===== src/rtl/qcw_pkg.sv =====
// Shared definitions for the QCW cycle sequencer: register map, STATUS/CTRL bit positions,
// FSM state encoding and timing constants. STATUS bit indices match the ramp controller's
// offsets file so both ends decode the same word.
package qcw_pkg;

  // Byte offsets inside the 5-word register window.
  localparam logic [4:0]  OFF_CTRL        = 5'd0;
  localparam logic [4:0]  OFF_STATUS      = 5'd4;
  localparam logic [4:0]  OFF_PERIOD      = 5'd8;
  localparam logic [4:0]  OFF_MAX_CYCLES  = 5'd12;
  localparam logic [4:0]  OFF_CYCLE_COUNT = 5'd16;
  localparam logic [31:0] WINDOW_BYTES    = 32'd20;

  localparam int unsigned CTRL_FIRE  = 0;
  localparam int unsigned CTRL_ABORT = 1;

  localparam int unsigned STAT_BUSY  = 0;
  localparam int unsigned STAT_HALT  = 1;
  localparam int unsigned STAT_LIMIT = 2;
  localparam int unsigned STAT_ABORT = 3;

  localparam logic [15:0] MIN_PERIOD = 16'd16;
  // Done pulse leads the wrap so the ramp controller's reply settles before the phase latch.
  localparam logic [15:0] DONE_LEAD  = 16'd4;

  typedef enum logic [1:0] {StIdle, StStart, StRun, StStop} qcw_state_e;

  function automatic logic [15:0] eff_period(input logic [15:0] period);
    return (period < MIN_PERIOD) ? MIN_PERIOD : period;
  endfunction

endpackage


===== src/rtl/qcw_cycle_sequencer_if.sv =====
// Native memory bus between a bus master and the sequencer's register window.
//   mem_valid_i/addr/wdata/wstrb : request from master (any wstrb bit set = write)
//   mem_ready_o/mem_rdata_o      : one-cycle acknowledge and read data from slave
interface qcw_cycle_sequencer_if;
  logic        mem_valid_i;
  logic        mem_ready_o;
  logic [31:0] mem_addr_i;
  logic [31:0] mem_wdata_i;
  logic [3:0]  mem_wstrb_i;
  logic [31:0] mem_rdata_o;

  modport master (
    output mem_valid_i, mem_addr_i, mem_wdata_i, mem_wstrb_i,
    input  mem_ready_o, mem_rdata_o
  );

  modport slave (
    input  mem_valid_i, mem_addr_i, mem_wdata_i, mem_wstrb_i,
    output mem_ready_o, mem_rdata_o
  );
endinterface


===== src/rtl/qcw_bridge_timer.sv =====
// Per-cycle bridge timing: phase counter, leg-B phase shift and leg compares.
//   period  : effective period P (already clamped to MIN_PERIOD)
//   phase   : phase for the next cycle, latched on load and on every wrap
//   load    : clear counter and latch phase (START)
//   run     : advance counter 0..P-1 with wrap
//   legs_en : legs follow the compare; low otherwise (registered, 1-clock latency)
//   leg_a/leg_b, done (count == P-DONE_LEAD), wrap (count == P-1)
module qcw_bridge_timer
  import qcw_pkg::*;
(
  input  logic        clk,
  input  logic        reset_n,
  input  logic [15:0] period,
  input  logic [7:0]  phase,
  input  logic        load,
  input  logic        run,
  input  logic        legs_en,
  output logic        leg_a,
  output logic        leg_b,
  output logic        done,
  output logic        wrap
);

  logic [15:0] count_q, count_d;
  logic [7:0]  phase_q;
  logic        leg_a_q, leg_b_q;
  logic [15:0] half, shift, pos_b;
  logic [23:0] product;
  logic [16:0] sum_b;
  logic        unused_product;

  assign half    = period >> 1;
  assign product = {16'd0, phase_q} * {8'd0, half};
  assign shift   = product[23:8];
  assign unused_product = ^product[7:0];

  // shift < P, so count + P - shift lies in [0, 2P); a single subtract is the modulo.
  assign sum_b = {1'b0, count_q} + {1'b0, period} - {1'b0, shift};
  assign pos_b = (sum_b >= {1'b0, period}) ? 16'(sum_b - {1'b0, period}) : sum_b[15:0];

  assign wrap = run && (count_q == period - 16'd1);
  assign done = run && (count_q == period - DONE_LEAD);

  always_comb begin
    count_d = count_q;
    if (load) begin
      count_d = '0;
    end else if (run) begin
      count_d = wrap ? 16'd0 : count_q + 16'd1;
    end
  end

  always_ff @(posedge clk or negedge reset_n) begin
    if (!reset_n) begin
      count_q <= '0;
      phase_q <= '0;
      leg_a_q <= 1'b0;
      leg_b_q <= 1'b0;
    end else begin
      count_q <= count_d;
      if (load || wrap) phase_q <= phase;
      leg_a_q <= legs_en && (count_q < half);
      leg_b_q <= legs_en && (pos_b < half);
    end
  end

  assign leg_a = leg_a_q;
  assign leg_b = leg_b_q;

endmodule


===== src/rtl/qcw_cycle_sequencer.sv =====
// Bus-mapped bridge timing generator driving the QCW ramp interface.
//   clk, reset_n             : clock, asynchronous active-low reset
//   bus                      : register window (CTRL, STATUS, PERIOD, MAX_CYCLES, CYCLE_COUNT)
//   qcw_start                : one-cycle pulse at burst start
//   qcw_cycle_done           : one-cycle pulse per resonant cycle (count == P-4)
//   qcw_halt/qcw_phase_value : ramp controller halt request and next-cycle phase
//   leg_a, leg_b             : half-bridge high-side commands
//   busy                     : burst in progress
module qcw_cycle_sequencer
  import qcw_pkg::*;
#(
  parameter logic [31:0] BASE_ADDR        = 32'h0000_0000,
  parameter int unsigned RESET_PERIOD     = 400,
  parameter int unsigned RESET_MAX_CYCLES = 1000
) (
  input  logic                        clk,
  input  logic                        reset_n,
  qcw_cycle_sequencer_if.slave        bus,
  output logic                        qcw_start,
  output logic                        qcw_cycle_done,
  input  logic                        qcw_halt,
  input  logic [7:0]                  qcw_phase_value,
  output logic                        leg_a,
  output logic                        leg_b,
  output logic                        busy
);

  qcw_state_e  state_q, state_d;
  logic        hold_q, ready_q;
  logic [31:0] rdata_q, rdata_d;
  logic [15:0] period_q, max_q, cycles_q;
  logic [3:1]  cause_q, cause_d;
  logic        halt_pend_q;

  logic [31:0] offset;
  logic        in_win, accept, is_wr, cfg_wr, fire, abort, limit;
  logic        load, run, legs_en, wrap, done;
  logic        unused_wdata;

  // Bus decode: hold_q blocks a second acknowledge until valid drops.
  assign offset = bus.mem_addr_i - BASE_ADDR;
  assign in_win = offset < WINDOW_BYTES;
  assign accept = bus.mem_valid_i && in_win && !hold_q;
  assign is_wr  = |bus.mem_wstrb_i;
  assign cfg_wr = accept && is_wr && (state_q == StIdle);
  assign fire   = accept && is_wr && (offset[4:0] == OFF_CTRL) && bus.mem_wdata_i[CTRL_FIRE];
  assign abort  = accept && is_wr && (offset[4:0] == OFF_CTRL) && bus.mem_wdata_i[CTRL_ABORT];
  assign limit  = (cycles_q == max_q);
  assign unused_wdata = ^bus.mem_wdata_i[31:16];

  always_comb begin
    rdata_d = '0;
    if (accept && !is_wr) begin
      case (offset[4:0])
        OFF_STATUS:      rdata_d = {28'd0, cause_q, state_q != StIdle};
        OFF_PERIOD:      rdata_d = {16'd0, period_q};
        OFF_MAX_CYCLES:  rdata_d = {16'd0, max_q};
        OFF_CYCLE_COUNT: rdata_d = {16'd0, cycles_q};
        default:         rdata_d = '0;
      endcase
    end
  end

  always_ff @(posedge clk or negedge reset_n) begin
    if (!reset_n) begin
      hold_q   <= 1'b0;
      ready_q  <= 1'b0;
      rdata_q  <= '0;
      period_q <= 16'(RESET_PERIOD);
      max_q    <= 16'(RESET_MAX_CYCLES);
    end else begin
      hold_q  <= bus.mem_valid_i && (hold_q || accept);
      ready_q <= accept;
      rdata_q <= rdata_d;
      if (cfg_wr && offset[4:0] == OFF_PERIOD)     period_q <= bus.mem_wdata_i[15:0];
      if (cfg_wr && offset[4:0] == OFF_MAX_CYCLES) max_q    <= bus.mem_wdata_i[15:0];
    end
  end

  assign bus.mem_ready_o = ready_q;
  assign bus.mem_rdata_o = rdata_q;

  // FSM: state register.
  always_ff @(posedge clk or negedge reset_n) begin
    if (!reset_n) state_q <= StIdle;
    else          state_q <= state_d;
  end

  // FSM: next state.
  always_comb begin
    state_d = state_q;
    unique case (state_q)
      StIdle:  if (fire) state_d = StStart;
      StStart: state_d = StRun;
      StRun:   if (abort || (wrap && (halt_pend_q || limit))) state_d = StStop;
      StStop:  state_d = StIdle;
      default: state_d = StIdle;
    endcase
  end

  // FSM: outputs. Legs are cut on the edge that enters STOP, hence the look at state_d.
  always_comb begin
    qcw_start = (state_q == StStart);
    busy      = (state_q != StIdle);
    load      = (state_q == StStart);
    run       = (state_q == StRun);
    legs_en   = (state_q == StRun) && (state_d == StRun);
  end

  // Stop causes: abort wins; halt and limit may both be recorded at the same wrap.
  always_comb begin
    cause_d = cause_q;
    if (state_q == StIdle && fire) begin
      cause_d = '0;
    end else if (state_q == StRun) begin
      if (abort) begin
        cause_d[STAT_ABORT] = 1'b1;
      end else if (wrap) begin
        if (halt_pend_q) cause_d[STAT_HALT]  = 1'b1;
        if (limit)       cause_d[STAT_LIMIT] = 1'b1;
      end
    end
  end

  always_ff @(posedge clk or negedge reset_n) begin
    if (!reset_n) begin
      cause_q     <= '0;
      cycles_q    <= '0;
      halt_pend_q <= 1'b0;
    end else begin
      cause_q <= cause_d;
      if (load) begin
        cycles_q    <= '0;
        halt_pend_q <= 1'b0;
      end else if (run) begin
        if (done && cycles_q != 16'hFFFF) cycles_q <= cycles_q + 16'd1;
        if (qcw_halt) halt_pend_q <= 1'b1;
      end
    end
  end

  qcw_bridge_timer u_timer (
    .clk     (clk),
    .reset_n (reset_n),
    .period  (eff_period(period_q)),
    .phase   (qcw_phase_value),
    .load    (load),
    .run     (run),
    .legs_en (legs_en),
    .leg_a   (leg_a),
    .leg_b   (leg_b),
    .done    (done),
    .wrap    (wrap)
  );

  assign qcw_cycle_done = done;

endmodule


===== src/flat_wrapper.sv =====
// flat-port wrapper written by rule: the top's interface ports become plain ports
module qcw_cycle_sequencer_flat import qcw_pkg::*;
#(
  parameter logic [31:0] BASE_ADDR        = 32'h0000_0000,
  parameter int unsigned RESET_PERIOD     = 400,
  parameter int unsigned RESET_MAX_CYCLES = 1000
)
  (clk, reset_n, qcw_start, qcw_cycle_done, qcw_halt, qcw_phase_value, leg_a, leg_b, busy, bus_mem_valid_i, bus_mem_addr_i, bus_mem_wdata_i, bus_mem_wstrb_i, bus_mem_ready_o, bus_mem_rdata_o);
  qcw_cycle_sequencer_if bus_i ();
  input  logic clk;
  input  logic reset_n;
  output logic qcw_start;
  output logic qcw_cycle_done;
  input  logic qcw_halt;
  input  logic [7:0] qcw_phase_value;
  output logic leg_a;
  output logic leg_b;
  output logic busy;
  input wire logic [$bits(bus_i.mem_valid_i)-1:0] bus_mem_valid_i;
  input wire logic [$bits(bus_i.mem_addr_i)-1:0] bus_mem_addr_i;
  input wire logic [$bits(bus_i.mem_wdata_i)-1:0] bus_mem_wdata_i;
  input wire logic [$bits(bus_i.mem_wstrb_i)-1:0] bus_mem_wstrb_i;
  output wire logic [$bits(bus_i.mem_ready_o)-1:0] bus_mem_ready_o;
  output wire logic [$bits(bus_i.mem_rdata_o)-1:0] bus_mem_rdata_o;
  assign bus_i.mem_valid_i = bus_mem_valid_i;
  assign bus_i.mem_addr_i = bus_mem_addr_i;
  assign bus_i.mem_wdata_i = bus_mem_wdata_i;
  assign bus_i.mem_wstrb_i = bus_mem_wstrb_i;
  assign bus_mem_ready_o = bus_i.mem_ready_o;
  assign bus_mem_rdata_o = bus_i.mem_rdata_o;
  qcw_cycle_sequencer #(.BASE_ADDR(BASE_ADDR), .RESET_PERIOD(RESET_PERIOD), .RESET_MAX_CYCLES(RESET_MAX_CYCLES)) u_core (.clk(clk), .reset_n(reset_n), .bus(bus_i), .qcw_start(qcw_start), .qcw_cycle_done(qcw_cycle_done), .qcw_halt(qcw_halt), .qcw_phase_value(qcw_phase_value), .leg_a(leg_a), .leg_b(leg_b), .busy(busy));
endmodule

===== config.mk =====
export PLATFORM = sky130hd
export DESIGN_NAME = qcw_cycle_sequencer_flat
export DESIGN_NICKNAME = d
export VERILOG_FILES = /design/src/rtl/qcw_pkg.sv /design/src/rtl/qcw_cycle_sequencer_if.sv /design/src/rtl/qcw_bridge_timer.sv /design/src/rtl/qcw_cycle_sequencer.sv /design/src/flat_wrapper.sv
export SDC_FILE = /design/constraint.sdc
export NUM_CORES = 1
export LEC_CHECK = 0
export CORE_MARGIN = 2
export CORE_UTILIZATION = 62
export DETAILED_ROUTE_END_ITERATION = 7
export PLACE_DENSITY = 0.85
export SLEW_MARGIN = 40
export SYNTH_ARGS = -nofsm -noshare
export SYNTH_HDL_FRONTEND = slang
export SYNTH_SLANG_ARGS = --single-unit

===== constraint.sdc =====
create_clock -name clk -period 28.2 [get_ports clk]
set_clock_uncertainty 0.05 [all_clocks]
set_input_delay 8.46 -clock clk [delete_from_list [all_inputs] [get_ports clk]]
set_output_delay 8.46 -clock clk [all_outputs]
set_load 0.05 [all_outputs]

# Word-level counts from Yosys, hierarchy flattened
# Index checks and enable logic that the tools add are counted.
[op_classes]
multipliers = 1
n_mux = 23
addsub = 7
magnitude_cmp = 5
reduce_logical = 42
eq_ne = 13
[ops]
columns = ["operator", "count"]
rows = [
  ["16-bit 2-to-1 mux", 9],
  ["16-bit one-hot mux with 4 select lines", 1],
  ["16-bit == test", 3],
  ["16-bit by 1-bit adder with 16-bit output (second input constant)", 2],
  ["16-bit by 15-bit less-than comparator with 1-bit output", 2],
  ["32-bit by 5-bit less-than comparator with 1-bit output (second input constant)", 1],
  ["8-bit by 15-bit multiplier with 23-bit output", 1],
  ["1-bit logical AND", 19],
  ["2-bit nonzero test", 9],
  ["16-bit by 16-bit adder with 17-bit output", 1],
  ["17-bit by 16-bit greater-or-equal comparator with 1-bit output", 1],
  ["17-bit by 15-bit subtractor with 17-bit output", 1],
  ["16-bit by 5-bit less-than comparator with 1-bit output (second input constant)", 1],
  ["16-bit inequality test (second input constant)", 1],
  ["16-bit by 1-bit subtractor with 16-bit output (second input constant)", 1],
  ["16-bit subtractor", 1],
  ["16-bit by 3-bit subtractor with 16-bit output (second input constant)", 1],
  ["5-bit by 4-bit == test with 1-bit output (second input constant)", 2],
  ["2-bit 2-to-1 mux", 4],
  ["2-bit one-hot mux with 4 select lines", 1],
  ["4-bit AND reduction", 2],
  ["2-bit == test (second input constant)", 3],
  ["1-bit 2-to-1 mux", 6],
  ["3-bit 2-to-1 mux", 2],
  ["other kinds (10)", 16],
]
[word_totals]
inputBits = 80
output_inout_bits = 38
reg_bits = 114
elab_cells = 106

# Depth between registers and ports, before layout
# Gate-level depths: netlist of the first run.
[logic_depth]
depth_word = 12
ltp_mapped = 51
depth_no_buf = 47

# Hierarchy
# Synthesis of the first run repeated with hierarchy kept, for this count alone.
[hier_totals]
hier_cells = 1306
area_unflattened_um2 = 11778.8
[by_module_without_submodules]
columns = ["mod", "cells_each", "area_per_inst_um2", "n_inst", "seq_area_each_um2"]
rows = [
  ["qcw_bridge_timer", 957, 8044.0, 1, 650.6],
  ["qcw_cycle_sequencer", 349, 3734.8, 1, 1813.0],
]

# Worst setup path after synthesis of the first run
# No wires, ideal clock.
[synth_timing]
kind = "register to output"
from = "register u_core.period_q[10]"
to = "output qcw_cycle_done"
setup_slack_ns = 14.614
path_stages_with_launch = 14
arrival_time_ns = 5.076
path_cell_list = "dfrtp_1 buf_6 nor4_2 nand4_1 clkbuf_1 clkbuf_1 nand2_1 ha_1 nor3b_1 nand2_1 or3_1 a21oi_1 o211ai_1 nor4_1"
[synth_via]
elab_chain_len = 5
[synth_lines]
columns = ["item", "line_no", "source"]
rows = [
  ["from (decl)", "qcw_cycle_sequencer.sv:31", "logic [15:0] period_q, max_q, cycles_q;"],
  ["from (signal assigned)", "qcw_cycle_sequencer.sv:69", "period_q <= 16'(RESET_PERIOD);"],
  ["from (signal assigned)", "qcw_cycle_sequencer.sv:75", "if (cfg_wr && offset[4:0] == OFF_PERIOD) period_q <= bus.mem_wdata_i[15:0];"],
  ["16-bit by 5-bit less-than comparator with 1-bit output", "qcw_pkg.sv:29", "return (period < MIN_PERIOD) ? MIN_PERIOD : period;"],
  ["16-bit 2-to-1 mux *", "qcw_pkg.sv:29", ""],
  ["16-bit by 3-bit subtractor with 16-bit output *", "qcw_bridge_timer.sv:42", "assign done = run && (count_q == period - DONE_LEAD);"],
  ["16-bit == test *", "qcw_bridge_timer.sv:42", ""],
  ["1-bit logical AND *", "qcw_bridge_timer.sv:42", ""],
  ["to (decl)", "flat_wrapper.sv:13", "output logic qcw_cycle_done;"],
]
# Mark *: on every way between the ends. The rest lies on a longest branch, timed or not.

# Final worst setup path of the first run
# Ends and elaborated chain as after synthesis.

==> out/results.txt, run 1 <==
Outcome - complete, no violations
Slew Viols, Final - 0
Most frequent cells in the layout - inv_1 (164), ha_1 (110), fa_1 (93)
Worst-path clk slew - 70 ps
Core region area - 19,300 um2
Post-CTS Setup Repair Bufs - 0
Largest family of logic cells by synthesized area - adder cells
Setup CP Type - reg2out
Clock Tree Buf Depth - 2
Fraction of registers with async set/reset - 100%
Synth Register Bits - 98
Num rows - 51
First-pass GRT wire length - 55.1 mm
Vias per cell - 6.26
Post-DP HPWL - 26.0 mm
Synth Flop Type - dfrtp_1
Worst Hold Margin - 491 ps
CTS resizes - 0
Post-Layout Cell Count - 1,697
Final setup violation count - 0
Largest net degree at the start of global routing - 80
Post-Synth Simple-Gate Area - 20.1%
Share of cells above drive strength 1 - 7.47%
Cell Chain, Critical Path - nor4_2 -> nand4_1 -> nand2_1 -> ha_1 -> or3b_2 -> nor2_1 -> a31oi_1 -> xnor2_1 -> o211ai_1 -> nor4_1 -> clkdlybuf4s50_1
Tmin final - 14,010 ps
Final wirelength - 34.3 mm
I/O pin count - 118
DR iter-0 viols - 904
Adder-Cell Fraction of Synth Area - 26.6%
Worst slew pin tran - 798 ps
Hold WC Path Type - reg2reg
Leakage - 6.70 nW
Synth unique cells - 71
CTS tree - yes
Total CTS buffers - 9
CP endpoint kind - output port
XOR/XNOR Fraction of Synth Area - 7.02%
Post-route ant nets - 0
PortBufs - 85
H-tree levels - 3
Critical path launch point type - flip-flop
CP Max Fanout - 17
Final hold violation count - 0
Setup TNS - 0 ps
Clk Latency, worst-skew pair - 350 ps
Die area - 20,800 um2
Post-synthesis mux area share - 4.33%
Yosys warnings - 0
Routed len/inst - 20.2 um
Multi-input gate area - 8800 um2
Final Net Count - 1,710
Root Driver - clkbuf_16
Syn_area_per_cell - 8.81 um2
Period utilization - 49.7%
Util after Layout - 69.5%
Slowest stage delay, CP - 900 ps
DR DRC count - 0
Synthesized netlist cell count - 1,382
Crit path required time - 19,690 ps
Reg area - 2460 um2
P&R area growth vs syn - 10.4%
Slowest cell on crit path - clkdlybuf4s50_1
Compound-Gate Fraction of Synth Area - 13.5%
WHS Path Cells - 2
Clk sinks - 98
Total power per unit cell area - 20.8 nW/um2
EDFF count, synth - 0
Synth top area share - 18.3%
Vias in the first global route - 10,707
Rel. slew slack - 46.1%
CTS Hold Buffers Added - 0
1st-pass router iterations - 6
Via count - 10,623
Yosys top cell by area - dfrtp_1
Maximum VDD drop - 0.0000399 V
Initial Utilization - 62.9%
Max-cap viol count - 0
Most common cell after layout, fill and taps aside - inv_1
Register area share after synthesis - 20.2%
Initial antenna violation count - 1
RSZ-0062 raised after global routing - false
Width of the die - 144 um
N_diodes - 0
Max Fclk - 0.0714 GHz
Worst EP arrival - 5500 ps
Synth area leaders - dfrtp_1 (18%), fa_1 (15%), ha_1 (11%)
Cell Area, Synth - 12,200 um2
GPL Wtd Cong - 0.982
FF-to-FF path depth - 41
Global route total overflow - 0
Fill count - 1,523
Die height - 144 um
Placed Cells - 1,681
GRT Resource Usage Total - 34.2%
layer usage:
layer / vias up / routed length [um] / global-route usage (%)
met3: 92 / 2560 / 5.07
met4: 2 / 1350 / 14.4
met1: 5198 / 13600 / 42.9
met2: 503 / 16700 / 59.0
li1: 4828 / - / -
met5: - / 11 / 0
stage by stage:
stage                     setup WS [ps]  cell area (um2)  total power, mW
after global placement            14740            13100            0.161
after detailed placement          14760            13100            0.162
after global routing              14030            13400            0.288
after floorplan                   14610            12200            0.151
final                             14190            13400            0.280
after CTS                         14370            13400            0.280
worst max-delay path, delay by kind of cell (launching register included):
family	cells	cell delay (ps)
buffers and inverters	1	900
AND/OR/NAND/NOR	6	2700
XOR/XNOR	1	270
AO/OA/AOI/OAI	2	260
adder cells (fa/ha/maj)	1	330
flip-flops	1	690
cells by family (layout without fill, tap and decap cells):
group,after synthesis,count (layout)
flip-flops,98,98
AO/OA/AOI/OAI,230,230
AND/OR/NAND/NOR,464,464
XOR/XNOR,96,96
adder cells (fa/ha/maj),203,203
buffers and inverters,243,278
multiplexers,47,47
other,1,16
synthesized netlist by cell type, drive strengths merged, types with 5 or more instances:
cell type	instances
a2111oi	5
dfrtp	89
inv	164
a222oi	16
nand4	23
dfstp	9
xor2	42
clkbuf	55
nand2	85
a31oi	11
a21oi	44
o21a	8
o41ai	5
a211oi	10
or4	9
and2	71
buf	24
o31ai	6
nor3	29
nor2	92
or3	12
nor2b	13
fa	93
xnor2	53
or2	7
o211ai	11
nand3	37
mux2	45
nor4	27
and3	28
a21o	27
nand3b	5
a41oi	5
ha	110
o21ai	41
nand2b	14
sequential cells by signal (all words and copies together) (netlist names):
register and flops:
u_core.bus.mem_rdata_o 16, u_core.u_timer.phase_q 8, u_core.max_q 16, u_core.u_timer.count_q 16, u_core.hold_q 1, u_core.cause_q 3, u_core.state_q 2, u_core.period_q 16
u_core.bus.mem_ready_o 1, u_core.cycles_q 16, u_core.u_timer.leg_a 1, u_core.halt_pend_q 1, u_core.u_timer.leg_b 1
power by group:
part | switching, mW | total (mW) | internal (mW)
Clock | 0.0598 | 0.121 | 0.0609
Sequential | 0.0000000145 | 0.140 | 0.140
Combinational | 0.0102 | 0.0184 | 0.00821
Total | 0.0700 | 0.280 | 0.210
cell type report:
class | instances | share of cell area [%]
Timing Repair Buffer | 98 | 7.07
Tap cell | 265 | 2.47
Multi-Input combinational cell | 1056 | 65.5
Clock buffer | 10 | 1.70
Clock inverter | 6 | 0.373
Sequential cell | 98 | 18.3
Inverter | 164 | 4.58
path summary, 6_finish.rpt:
| path | slack [ps] | end | startpoint |
|---|---|---|---|
| max | 14190 | qcw_cycle_done | u_core.period_q[10] |
| min | 490 | u_core.bus.mem_rdata_o[3] | u_core.max_q[3] |
| max reg2reg | 15280 | u_core.u_timer.leg_b | u_core.period_q[10] |
| min reg2reg | 490 | u_core.bus.mem_rdata_o[3] | u_core.max_q[3] |
| max in group asynchronous | 19190 | u_core.u_timer.phase_q[6] | reset_n |
| min in group asynchronous | 7930 | u_core.u_timer.count_q[9] | reset_n |
Note: power is estimated with default switching activity, not from simulation.
==> run 2, diff against run 1 <==
CORE_UTILIZATION = 60   (was 62)
PLACE_DENSITY = 0.82   (was 0.85)
clock period = 14.07 ns   (was 28.2 ns; I/O delays follow)
==> out/results.txt, run 2 (synthesized netlist as in run 1, its figures left out) <==
WHS Path Cells - 2 (unchanged)
I/O pin count - 118 (unchanged)
Num rows - 52 (+2.0%)
Final hold violation count - 0 (unchanged)
Global route total overflow - 0 (unchanged)
P&R area growth vs syn - 11.1%
Max Fclk - 0.0818 GHz
CP Launch Point - u_core.period_q[14]
Crit path required time - 14,280 ps (-5410 ps)
Reg-to-Reg Start - u_core.period_q[14]
Min-delay src - u_core.cause_q[3]
Seq pwr share - 49.7% (-0.5 points)
Final Net Count - 1,717 (+0.41%)
Post-CTS Setup Repair Bufs - 0 (unchanged)
Total power per unit cell area - 41.9 nW/um2 (+100%)
Die area - 21,400 um2 (+3.2%)
Clk Latency, worst-skew pair - 350 ps (about the same)
Post-Layout Cell Count - 1,709 (+0.71%)
FF-to-FF path depth - 44 (+7.3%)
Final wirelength - 33.3 mm (-3.0%)
Fraction of power spent switching nets - 24.6% (-0.46 points)
Slew Viols, Final - 0 (unchanged)
Pint - 427 uW (+100%)
CP endpoint kind - flip-flop
Post-route ant nets - 0 (unchanged)
Vias per cell - 6.28 (+0.29%)
GPL Wtd Cong - 1.02 (+4.0%)
Rel. slew slack - 52.0% (+5.9 points)
Clock share of power - 43.8% (+0.6 points)
Width of the die - 146 um (+1.6%)
H-tree levels - 3 (unchanged)
Most frequent cells in the layout - inv_1 (164), ha_1 (110), fa_1 (93)
Worst slew pin tran - 719 ps (-78.2 ps)
Worst EP arrival - 12,440 ps (+6940 ps)
Slowest stage delay, CP - 630 ps (-270 ps)
Vias in the first global route - 10,847 (+1.3%)
Critical path launch point type - flip-flop
Placed inst area - 13,200 um2 (+0.43%)
Initial antenna violation count - 0 (-1)
Worst Hold End - u_core.cause_q[3]
Tmin final - 12,230 ps
CP Max Fanout - 24 (+7)
Reg2Reg Setup Slack - 1840 ps (-13,440 ps)
CTS resizes - 0 (unchanged)
Total CTS buffers - 9 (unchanged)
Share of cells above drive strength 1 - 7.99% (+0.52 points)
Clk sinks - 98 (unchanged)
DR DRC count - 0 (unchanged)
Design area - 13,500 um2 (+0.63%)
Final setup violation count - 0 (unchanged)
RSZ-0062 raised after global routing - false
Most common cell after layout, fill and taps aside - inv_1
DR iter-0 viols - 1,003 (+11%)
Worst-path clk slew - 80 ps (about the same)
PortBufs - 85 (unchanged)
Slowest cell on crit path - dfrtp_1
1st-pass router iterations - 8 (+2)
Initial Utilization - 60.7% (-2.2 points)
Root Driver - clkbuf_16
Routed len/inst - 19.5 um (-3.7%)
Setup CP Type - reg2reg
Psw - 139 uW (+99%)
Maximum VDD drop - 0.0000729 V (+83%)
Hold WC Path Type - reg2reg
Logic pwr share - 6.5% (about the same)
Die height - 146 um (+1.6%)
Outcome - complete, no violations
CTS tree - yes
Post-DP HPWL - 25.2 mm (-3.4%)
N_diodes - 0 (unchanged)
RR Endpoint - u_core.u_timer.leg_b
Period utilization - 86.9%
Placed Cells - 1,692 (+0.65%)
Max-cap viol count - 0 (unchanged)
CTS Hold Buffers Added - 0 (unchanged)
Util after Layout - 67.5% (-2.0 points)
Core region area - 20,000 um2 (+3.6%)
Via count - 10,729 (+1.0%)
Setup TNS - 0 ps (unchanged)
Clock Tree Buf Depth - 2 (unchanged)
First-pass GRT wire length - 54.8 mm (-0.51%)
Largest net degree at the start of global routing - 76 (-5.0%)
Leakage - 6.76 nW (+0.98%)
GRT Resource Usage Total - 31.8% (-2.4 points)
## run 2: metal layers
metal	global-route usage (%)	up-vias	wire length [um]
li1	-	4847	-
met1	40.8	5216	13300
met2	54.7	555	15900
met3	5.13	111	2730
met4	11.2	0	1360
met5	0	-	0
## run 2: worst max-delay path by stage
stage                                end  slack, ps  depth (start not counted)
detailed placement  u_core.u_timer.leg_b       2080                         41
floorplan           u_core.u_timer.leg_b       2760                         48
global route        u_core.u_timer.leg_b        970                         44
finish              u_core.u_timer.leg_b       1840                         44
CTS                 u_core.u_timer.leg_b       1990                         44
global placement    u_core.u_timer.leg_b       1950                         43
## run 2: stage by stage
stage	power (mW)	worst slack, ps	hold slack [ps]
after floorplan	0.302	2760	399
after global placement	0.324	1950	436
after detailed placement	0.324	2080	437
after CTS	0.570	1990	445
after global routing	0.581	969	499
final	0.567	1840	474
## run 2: worst max-delay path, delay by kind of cell (launching register included)
| family | cells | cell delay [ps] |
|---|---|---|
| muxes | 1 | 470 |
| adders and majority gates | 9 | 3680 |
| and+or+nand+nor | 10 | 2340 |
| xor gates and xnor gates | 2 | 270 |
| buffers and inverters | 4 | 420 |
| DFF | 1 | 630 |
| AOI/OAI and AO/OA | 18 | 4280 |
## run 2: area by class of cell
type	instances	area (um2)
multi-input combinational	1056	8800
fill	1624	6520
sequential	98	2460
timing repair buffer	105	1000
inverter	164	616
tap	270	338
clock buffer	10	239
clock inverter	6	57.6
## run 2: power groups by stage
| stage | clock [mW] | sequential [mW] | combinational [mW] |
|---|---|---|---|
| after CTS | 0.252 | 0.282 | 0.0372 |
| after global placement | 0 | 0.287 | 0.0366 |
| after detailed placement | 0 | 0.287 | 0.0371 |
| after floorplan | 0 | 0.287 | 0.0148 |
| after global routing | 0.259 | 0.282 | 0.0397 |
| final | 0.248 | 0.282 | 0.0368 |
